File: src/rtl/insn_loader.sv
// Program loader: receives a length-prefixed, XOR-checked byte stream, assembles
// little-endian 32-bit words into instruction memory and releases the core when the image is good.
module insn_loader #(
  parameter int ADDR_WIDTH = 10
) (
  input  logic                  clk,
  input  logic                  reset,
  input  logic                  load_start,
  input  logic                  in_valid,
  input  logic [7:0]            in_data,
  output logic                  in_ready,
  output logic                  mem_we,
  output logic [ADDR_WIDTH-1:0] mem_addr,
  output logic [31:0]           mem_wdata,
  output logic                  core_reset,
  output logic                  busy,
  output logic                  done,
  output logic                  error,
  output logic [ADDR_WIDTH:0]   word_count
);

  typedef enum logic [2:0] {
    S_IDLE,
    S_LEN0,
    S_LEN1,
    S_DATA,
    S_CHECK,
    S_DONE,
    S_ERROR
  } state_t;

  localparam logic [16:0] DEPTH = 17'(1) << ADDR_WIDTH;

  state_t                r_state;
  logic                  r_in_ready;
  logic                  r_busy;
  logic                  r_mem_we;
  logic [ADDR_WIDTH-1:0] r_mem_addr;
  logic [31:0]           r_mem_wdata;
  logic                  r_core_reset;
  logic                  r_done;
  logic                  r_error;
  logic [ADDR_WIDTH:0]   r_word_count;
  logic [ADDR_WIDTH:0]   r_len;
  logic [7:0]            r_len_lo;
  logic [7:0]            r_xor;
  logic [1:0]            r_byte_cnt;
  logic [23:0]           r_shift;

  logic                  w_fire;
  logic [16:0]           w_len_full;
  logic [ADDR_WIDTH:0]   w_wc_inc;
  logic [31:0]           w_word;

  assign w_fire     = in_valid && r_in_ready;
  assign w_len_full = {1'b0, in_data, r_len_lo};
  assign w_wc_inc   = r_word_count + 1'b1;
  // Bytes arrive LSB first, so the newest byte lands in the top lane.
  assign w_word     = {in_data, r_shift};

  always_ff @(posedge clk) begin
    if (!reset) begin
      r_state      <= S_IDLE;
      r_in_ready   <= 1'b0;
      r_busy       <= 1'b0;
      r_mem_we     <= 1'b0;
      r_mem_addr   <= '0;
      r_mem_wdata  <= '0;
      r_core_reset <= 1'b0;
      r_done       <= 1'b0;
      r_error      <= 1'b0;
      r_word_count <= '0;
      r_len        <= '0;
      r_len_lo     <= '0;
      r_xor        <= '0;
      r_byte_cnt   <= '0;
      r_shift      <= '0;
    end else begin
      r_mem_we <= 1'b0;
      case (r_state)
        S_IDLE, S_DONE, S_ERROR: begin
          if (load_start) begin
            r_state      <= S_LEN0;
            r_in_ready   <= 1'b1;
            r_busy       <= 1'b1;
            r_mem_addr   <= '0;
            r_word_count <= '0;
            r_xor        <= '0;
            r_done       <= 1'b0;
            r_error      <= 1'b0;
            r_core_reset <= 1'b0;
            r_byte_cnt   <= '0;
          end
        end

        S_LEN0: begin
          if (w_fire) begin
            r_len_lo <= in_data;
            r_xor    <= r_xor ^ in_data;
            r_state  <= S_LEN1;
          end
        end

        S_LEN1: begin
          if (w_fire) begin
            r_xor <= r_xor ^ in_data;
            r_len <= w_len_full[ADDR_WIDTH:0];
            if (w_len_full > DEPTH) begin
              r_state    <= S_ERROR;
              r_in_ready <= 1'b0;
              r_busy     <= 1'b0;
              r_error    <= 1'b1;
            end else if (w_len_full == 17'd0) begin
              r_state <= S_CHECK;
            end else begin
              r_state <= S_DATA;
            end
          end
        end

        S_DATA: begin
          if (w_fire) begin
            r_xor      <= r_xor ^ in_data;
            r_byte_cnt <= r_byte_cnt + 2'd1;
            r_shift    <= {in_data, r_shift[23:8]};
            if (r_byte_cnt == 2'd3) begin
              r_mem_we     <= 1'b1;
              r_mem_addr   <= r_word_count[ADDR_WIDTH-1:0];
              r_mem_wdata  <= w_word;
              r_word_count <= w_wc_inc;
              if (w_wc_inc == r_len) begin
                r_state <= S_CHECK;
              end
            end
          end
        end

        S_CHECK: begin
          if (w_fire) begin
            r_in_ready <= 1'b0;
            r_busy     <= 1'b0;
            if (in_data == r_xor) begin
              r_state      <= S_DONE;
              r_done       <= 1'b1;
              r_core_reset <= 1'b1;
            end else begin
              r_state <= S_ERROR;
              r_error <= 1'b1;
            end
          end
        end

        default: begin
          r_state    <= S_IDLE;
          r_in_ready <= 1'b0;
          r_busy     <= 1'b0;
        end
      endcase
    end
  end

  assign in_ready   = r_in_ready;
  assign busy       = r_busy;
  assign mem_we     = r_mem_we;
  assign mem_addr   = r_mem_addr;
  assign mem_wdata  = r_mem_wdata;
  assign core_reset = r_core_reset;
  assign done       = r_done;
  assign error      = r_error;
  assign word_count = r_word_count;

endmodule

File: config.mk
export PLATFORM = sky130hd
export DESIGN_NAME = insn_loader
export DESIGN_NICKNAME = d
export VERILOG_FILES = /design/src/rtl/insn_loader.sv
export SDC_FILE = /design/constraint.sdc
export NUM_CORES = 1
export LEC_CHECK = 0
export ABC_AREA = 0
export BUFFER_PORTS_ARGS = -buffer_cell sky130_fd_sc_hd__buf_2
export CORE_MARGIN = 2
export CORE_UTILIZATION = 40
export CTS_BUF_LIST = sky130_fd_sc_hd__clkbuf_8
export CTS_CLUSTER_SIZE = 20
export DETAILED_ROUTE_END_ITERATION = 8
export PLACE_DENSITY = 0.61
export REMOVE_ABC_BUFFERS = 1
export SYNTH_ARGS = -nofsm -noshare
export SYNTH_HDL_FRONTEND = slang
export SYNTH_SLANG_ARGS = --single-unit
File: constraint.sdc
create_clock -name clk -period 1.95 [get_ports clk]
set_input_delay 0.195 -clock clk [delete_from_list [all_inputs] [get_ports clk]]
set_output_delay 0.195 -clock clk [all_outputs]
set_load 0.03 [all_outputs]
==> summary.md, run 1 <==
| Metric | Value |
|---|---|
| Source-to-sink clock delay at the later pin of the worst-skew pair | `430 ps` |
| Final setup TNS | `0 ps` |
| Number of antenna-violating nets in the routed design | `0` |
| Floorplan row count | `40` |
| Global-route wire length before repair | `20.5 mm` |
| Fill cell count | `1,189` |
| Initial core utilization | `0.414` |
| Portion of synthesized cell area occupied by the leading cell type | `0.452` |
| Layout cell share with drive strength beyond 1 | `0.243` |
| Share of synthesized area occupied by flip-flops and latches | `0.452` |
| Worst-case clock buffer depth | `2` |
| Unique cell type count in the Yosys netlist | `62` |
| Total count of hold-check failures in the final report | `0` |
| Clock sink total | `113` |
| Level count of the clock H-tree | `4` |
| Clock tree from TritonCTS | `yes` |
| Final Instance Area | `6070 um2` |
| Post-synth EDFFs | `0` |
| Post-place instance area | `5640 um2` |
| Number of primary I/O pins | `71` |
| Maximum number of pins on one net before global-route repair | `62` |
| Worst Clk Skew | `8.25 ps` |
| Die outline height | `116 um` |
| Wirelength, routed | `12.4 mm` |
| Total congestion overflow | `0` |
| Worst Setup Start Kind | `flop` |
| Area growth from synthesis to layout | `21.3%` |
| Result of the run | `finished, final reports clean` |
| Mean instance size in the synthesized netlist | `7.96 um2` |
| Max-slew violation total from the final report | `0` |
| Antenna diode count | `0` |
| CP Data Arrival Time | `2210 ps` |
| Most common cell in the synthesized netlist | `sky130_fd_sc_hd__nand2_1` |
| Die area | `13,400 um2` |
| Clock buffers created by TritonCTS | `17` |
| Post-layout minimum cycle time | `1840 ps` |
| Cell type with the largest total area after synthesis | `sky130_fd_sc_hd__dfxtp_1` |
| Most frequently used flop master after synthesis | `sky130_fd_sc_hd__dfxtp_1` |
| Half-perimeter wire length after detailed placement | `8.69 mm` |
| Clk Tree Root Cell | `sky130_fd_sc_hd__clkbuf_8` |
| Floorplan die width | `116 um` |
| GRT Total Usage | `0.192` |
| List of most frequent post-synthesis cells | `140 x sky130_fd_sc_hd__nand2_1, 113 x sky130_fd_sc_hd__dfxtp_1, 99 x sky130_fd_sc_hd__a21oi_1` |
| Syn. warnings | `0` |
| Vias after detailed routing | `4,588` |
| Standard cell core area | `12,100 um2` |
| Total setup violations reported at the end of the flow | `0` |
| Cells taking the most area after synthesis | `sky130_fd_sc_hd__dfxtp_1 45%, sky130_fd_sc_hd__nand2_1 10%, sky130_fd_sc_hd__a21oi_1 9.9%, sky130_fd_sc_hd__mux2i_1 4.0%, sky130_fd_sc_hd__nor2_1 4.0%` |
| Unrepaired setup endpoints after global routing | `no` |
| Max-Cap Viols | `0` |
| Via-per-instance ratio | `5.17` |
| Asr flop ratio synth | `0` |
| Routability cong. | `0.944` |
| Critical Path Slowest Stage Cell | `sky130_fd_sc_hd__or4_1` |
| Final period utilization | `0.944` |
| Worst Slack Setup Final | `110 ps` |
| Port bufs | `70` |
| Power Total | `5710 uW` |
| Minimum hold slack | `75.8 ps` |
| LEAKAGE | `0.00229 uW` |
| Max stage delay on crit path | `550 ps` |
| Cell-by-cell listing of the critical path | `nand4_2 -> or4_1 -> a21oi_1 -> nor3_1 -> a31oi_2 -> a22o_1` |
| Power density relative to cell area | `940 nW/um2` |
| DRC violation count after routing | `0` |
| Measured slew at the worst slew-check pin | `666 ps` |
| Number of antenna violations at the first check in global routing | `0` |
| Instance count of the mapped netlist | `629` |
| Maximum fanout along the worst path | `9` |
| Flops & latches, synth | `113` |
| Setup Crit Path Kind | `reg -> reg` |
| Number of nets in the final layout | `722` |
| Initial detailed-routing violation count | `251` |
| Quantity of hold-fixing buffers added after cts | `0` |
| Hold/Removal Path Class | `in -> reg` |
| Area of the mapped netlist | `5010 um2` |
| Normalized max-slew margin | `0.555` |
| Pre-CTS setup slack | `-52.4 ps` |
| Pre-Repair DR Iteration Count | `5` |
| Capturing element type of the critical path | `flop` |
| Worst IR Drop VDD | `0.425 mV` |
| Data required, critical path | `2320 ps` |
| Upper clock frequency limit | `543 MHz` |
| Vias in the first global route | `4,217` |
| Clock transition at the registers of the reported paths | `70 ps` |
| DR WL/cell | `14.0 um` |
final timing paths:
kind            startpoint             to  slack, ps  depth (start not counted)
max reg2reg  word_count[3]     r_state[0]        110                          6
max          word_count[3]     r_state[0]        110                          6
min             in_data[5]  mem_wdata[29]         80                          3
min reg2reg    mem_addr[3]    mem_addr[3]        450                          2
power breakdown:
part | internal, uW | switching (uW)
registers | 2380 | 100
logic | 485 | 743
clock network | 1050 | 951
total | 3910 | 1790
stage by stage:
step                      instances  utilization
after floorplan                 578            -
after global placement          856        0.466
after global routing            888        0.502
final                           888        0.502
after CTS                       887        0.496
after detailed placement        856        0.466
area by class of cell:
cell class	count	area [um2]	area share
Clock inverter	12	95.1	0.0157
Sequential cell	113	2270	0.374
Multi-Input combinational cell	460	2540	0.418
Inverter	5	18.8	0.00309
Timing Repair Buffer	111	683	0.112
Tap cell	168	210	0.0346
Clock buffer	19	262	0.0430
critical path: cells and delay by family (launching register included):
kind	cells	cell delay [ps]
flops	1	410
compound gates	3	570
simple gates	3	810
placed cells by master (no fill, tap or decap), types with 3 or more instances in the layout:
cell type                  count
sky130_fd_sc_hd__nand2_1     140
sky130_fd_sc_hd__mux2i_1      20
sky130_fd_sc_hd__nor4_2        3
sky130_fd_sc_hd__buf_2        70
sky130_fd_sc_hd__and3_1        3
sky130_fd_sc_hd__nor3_1        8
sky130_fd_sc_hd__nand3_1      18
sky130_fd_sc_hd__clkbuf_8     19
sky130_fd_sc_hd__inv_1         5
sky130_fd_sc_hd__a21oi_1      97
sky130_fd_sc_hd__clkinv_2      5
sky130_fd_sc_hd__dfxtp_1     107
sky130_fd_sc_hd__nor2_1       52
sky130_fd_sc_hd__buf_4        39
sky130_fd_sc_hd__xor2_1        3
sky130_fd_sc_hd__dfxtp_2       6
sky130_fd_sc_hd__and2_1        3
sky130_fd_sc_hd__xnor2_1      21
sky130_fd_sc_hd__nand4_1       4
sky130_fd_sc_hd__nor3b_1       3
sky130_fd_sc_hd__o21ai_0      22
sky130_fd_sc_hd__nand3b_1      8
sky130_fd_sc_hd__a31oi_1       5
sky130_fd_sc_hd__or4_1         3
cells by family (layout without fill, tap and decap cells):
kind of cell / after synthesis / in the layout / synth area share
multiplexers: 20 / 20 / 0.0400
adder cells (fa/ha/maj): 2 / 2 / 0.00500
AND/OR/NAND/NOR: 267 / 267 / 0.241
flip-flops: 113 / 113 / 0.452
AO/OA/AOI/OAI: 147 / 147 / 0.164
XOR/XNOR: 24 / 24 / 0.0420
buffers and inverters: 56 / 147 / 0.0562
sequential cells by signal (all words and copies together) (netlist names):
signal	count
r_state	3
mem_we	1
r_byte_cnt	2
done	1
r_len_lo	8
r_xor	8
busy	1
mem_addr	10
error	1
mem_wdata	32
r_shift	24
r_len	11
word_count	11
timing repair:
action,CTS,global route
pin swaps,0,3
gates resized for setup,2,16
endpoints found under the setup margin,10,29
buffers inserted,0,1
routing by layer:
layer / vias up / part of all wire / wire length (um) / GRT usage
li1: 2297 / - / - / -
met1: 2173 / 0.47 / 5800 / 0.250
met2: 99 / 0.46 / 5770 / 0.302
met3: 19 / 0.050 / 615 / 0.0502
met4: 0 / 0.017 / 216 / 0.0833
met5: - / 0 / 0 / 0
No activity file was read; power rests on OpenSTA's default activity.
==> run 2, diff against run 1 <==
--- a/config.mk
+++ b/config.mk
@@ -7,7 +7,6 @@
 export LEC_CHECK = 0
 export ABC_AREA = 0
 export BUFFER_PORTS_ARGS = -buffer_cell sky130_fd_sc_hd__buf_2
-export CORE_MARGIN = 2
 export CORE_UTILIZATION = 40
 export CTS_BUF_LIST = sky130_fd_sc_hd__clkbuf_8
 export CTS_CLUSTER_SIZE = 20
==> run 2 against run 1 <==
  * Register-to-register slack lost 20 ps
  * Wire length rose by 0.77%
  * Total power grew 3.0%
  * Via count down 1.0%
  * Utilization rose by 0.62 points
  * Critical endpoint unchanged
  * Largest cell class unchanged
  * Largest power group unchanged
==> summary.md, run 2 (synthesis results as in run 1) <==
| Metric | Value |
|---|---|
| Result of the run | `finished, final reports clean` |
| Internal power consumption | `4110 uW (+5.0%)` |
| Number of antenna violations at the first check in global routing | `0 (unchanged)` |
| Total area of multi-input combinational cells | `2520 um2 (-0.54%)` |
| Routability cong. | `0.880 (-6.7%)` |
| Power density relative to cell area | `956 nW/um2 (+1.7%)` |
| Worst Clk Skew | `13.2 ps (+4.95 ps)` |
| Final period utilization | `0.954 (+0.0108)` |
| Upper clock frequency limit | `537 MHz (-1.1%)` |
| Pre-Repair DR Iteration Count | `4 (-1)` |
| Commonest cells after routing, fill and taps aside | `140 x sky130_fd_sc_hd__nand2_1, 107 x sky130_fd_sc_hd__dfxtp_1, 97 x sky130_fd_sc_hd__a21oi_1` |
| Setup Crit Path Kind | `reg -> reg` |
| Final setup TNS | `0 ps (unchanged)` |
| Combinational group share of total power | `0.204 (-0.011)` |
| Half-perimeter wire length after detailed placement | `8.60 mm (-1.0%)` |
| Area growth from synthesis to layout | `22.8%` |
| Capturing element type of the critical path | `flop` |
| Die area | `13,000 um2 (-3.4%)` |
| Number of antenna-violating nets in the routed design | `0 (unchanged)` |
| Worst-case clock buffer depth | `2 (unchanged)` |
| Layout cell share with drive strength beyond 1 | `0.245 (+0.00210)` |
| DRC violation count after routing | `0 (unchanged)` |
| Port bufs | `70 (unchanged)` |
| Level count of the clock H-tree | `4 (unchanged)` |
| Minimum hold slack | `79.8 ps (+4.07 ps)` |
| Flip-flop count of the largest register after layout | `32 (unchanged)` |
| Power Total | `5880 uW (+3.0%)` |
| Clk Tree Root Cell | `sky130_fd_sc_hd__clkbuf_8` |
| Switching share of total power | `0.301 (-0.0133)` |
| Max-slew violation total from the final report | `0 (unchanged)` |
| Hold/Removal Path Class | `in -> reg` |
| Antenna diode count | `0 (unchanged)` |
| Die outline height | `114 um (-1.7%)` |
| Number of primary I/O pins | `71 (unchanged)` |
| Net switching power | `1770 uW (-1.4%)` |
| Leading cell type in the layout, fill and taps excluded | `sky130_fd_sc_hd__nand2_1` |
| Worst Slack Setup Final | `89.0 ps (-21.0 ps)` |
| Floorplan die width | `114 um (-1.7%)` |
| Quantity of hold-fixing buffers added after cts | `0 (unchanged)` |
| Worst IR Drop VDD | `0.527 mV (+24%)` |
| Clock sink total | `113 (unchanged)` |
| LEAKAGE | `0.00232 uW (+1.5%)` |
| Vias in the first global route | `4,137 (-1.9%)` |
| Initial core utilization | `0.414 (unchanged)` |
| Cell total after placement | `858 (+0.23%)` |
| Clock buffers created by TritonCTS | `17 (unchanged)` |
| Pre-CTS setup slack | `-24.7 ps (+27.7 ps)` |
| Floorplan row count | `40 (unchanged)` |
| Part of the power in the clock network | `0.375 (+0.025)` |
| Total congestion overflow | `0 (unchanged)` |
| Buffer count from post-CTS setup fixing | `0 (unchanged)` |
| Seq pwr share | `0.420 (-0.015)` |
| Maximum fanout along the worst path | `7 (-2)` |
| Worst Setup Start Kind | `flop` |
| Total count of hold-check failures in the final report | `0 (unchanged)` |
| Standard cell core area | `12,100 um2 (unchanged)` |
| CP Data Arrival Time | `2170 ps (-40 ps)` |
| Initial detailed-routing violation count | `329 (+31%)` |
| DR WL/cell | `14.0 um (+0.55%)` |
| Post-layout minimum cycle time | `1860 ps (+21.0 ps)` |
| Max-Cap Viols | `0 (unchanged)` |
| GRT Total Usage | `0.202 (+0.00954)` |
| Clock tree from TritonCTS | `yes` |
| Fill cell count | `1,191 (+0.17%)` |
| Register Area | `2270 um2 (+0.22%)` |
| Final Instance Count excl. Fillers | `890 (+0.23%)` |
| Number of nets in the final layout | `723 (+0.14%)` |
| Normalized max-slew margin | `0.729 (+0.174)` |
| Maximum number of pins on one net before global-route repair | `87 (+40%)` |
| Vias after detailed routing | `4,540 (-1.0%)` |
| Data required, critical path | `2260 ps (-60 ps)` |
| Total setup violations reported at the end of the flow | `0 (unchanged)` |
| Clock transition at the registers of the reported paths | `70 ps (about the same)` |
| Measured slew at the worst slew-check pin | `406 ps (-259 ps)` |
| Wirelength, routed | `12.5 mm (+0.77%)` |
| Unrepaired setup endpoints after global routing | `no` |
| Source-to-sink clock delay at the later pin of the worst-skew pair | `430 ps (about the same)` |
| Via-per-instance ratio | `5.10 (-1.3%)` |
| Global-route wire length before repair | `20.5 mm (-0.17%)` |
==> run 2: final cells by class <==
cell class | count | share of cell area
clock buffer | 21 | 0.0470
clock inverter | 11 | 0.0181
sequential | 113 | 0.370
multi-input combinational | 460 | 0.410
timing repair buffer | 112 | 0.117
tap | 168 | 0.0342
inverter | 5 | 0.00366
==> run 2: final timing paths <==
check                start           to  slack, ps  cells past startpoint
max          word_count[0]   r_state[0]         90                      7
min                  reset         done         80                      3
max reg2reg  word_count[0]   r_state[0]         90                      7
min reg2reg    mem_addr[2]  mem_addr[2]        450                      2
==> run 2: per-layer routing <==
metal,global-route usage,routed length [um],vias to the layer above
met5,0,0,-
met4,0.0771,226,0
met3,0.0473,573,21
met2,0.306,5740,110
met1,0.278,5960,2111
li1,-,-,2298
==> run 2: power groups by stage <==
| stage | clock [uW] | sequential [uW] | combinational (uW) |
|---|---|---|---|
| after floorplan | 0 | 2590 | 622 |
| after global placement | 0 | 2520 | 1160 |
| after detailed placement | 0 | 2520 | 1170 |
| after CTS | 2260 | 2470 | 1180 |
| after global routing | 2370 | 2480 | 1320 |
| final | 2210 | 2470 | 1200 |
==> run 2: through the flow <==
stage          utilization  area (um2)
3_3_place_gp         0.469        5680
2_1_floorplan            -        4750
3_5_place_dp         0.469        5680
4_1_cts              0.502        6090
5_1_grt              0.508        6150
6_report             0.508        6150
==> run 2: critical path, stage by stage, from the launching register on <==
cell	delay, ps
sky130_fd_sc_hd__dfxtp_2	340
sky130_fd_sc_hd__ha_4	170
sky130_fd_sc_hd__and3_1	200
sky130_fd_sc_hd__and3_4	200
sky130_fd_sc_hd__xnor2_2	130
sky130_fd_sc_hd__nor4_2	310
sky130_fd_sc_hd__a31oi_2	160
sky130_fd_sc_hd__a22o_1	240
==> run 2: repair_timing <==
action | CTS | global route
gates resized for setup | 1 | 18
setup endpoints to repair | 2 | 15
hold endpoints to repair | 0 | 0
pin swaps | 0 | 4
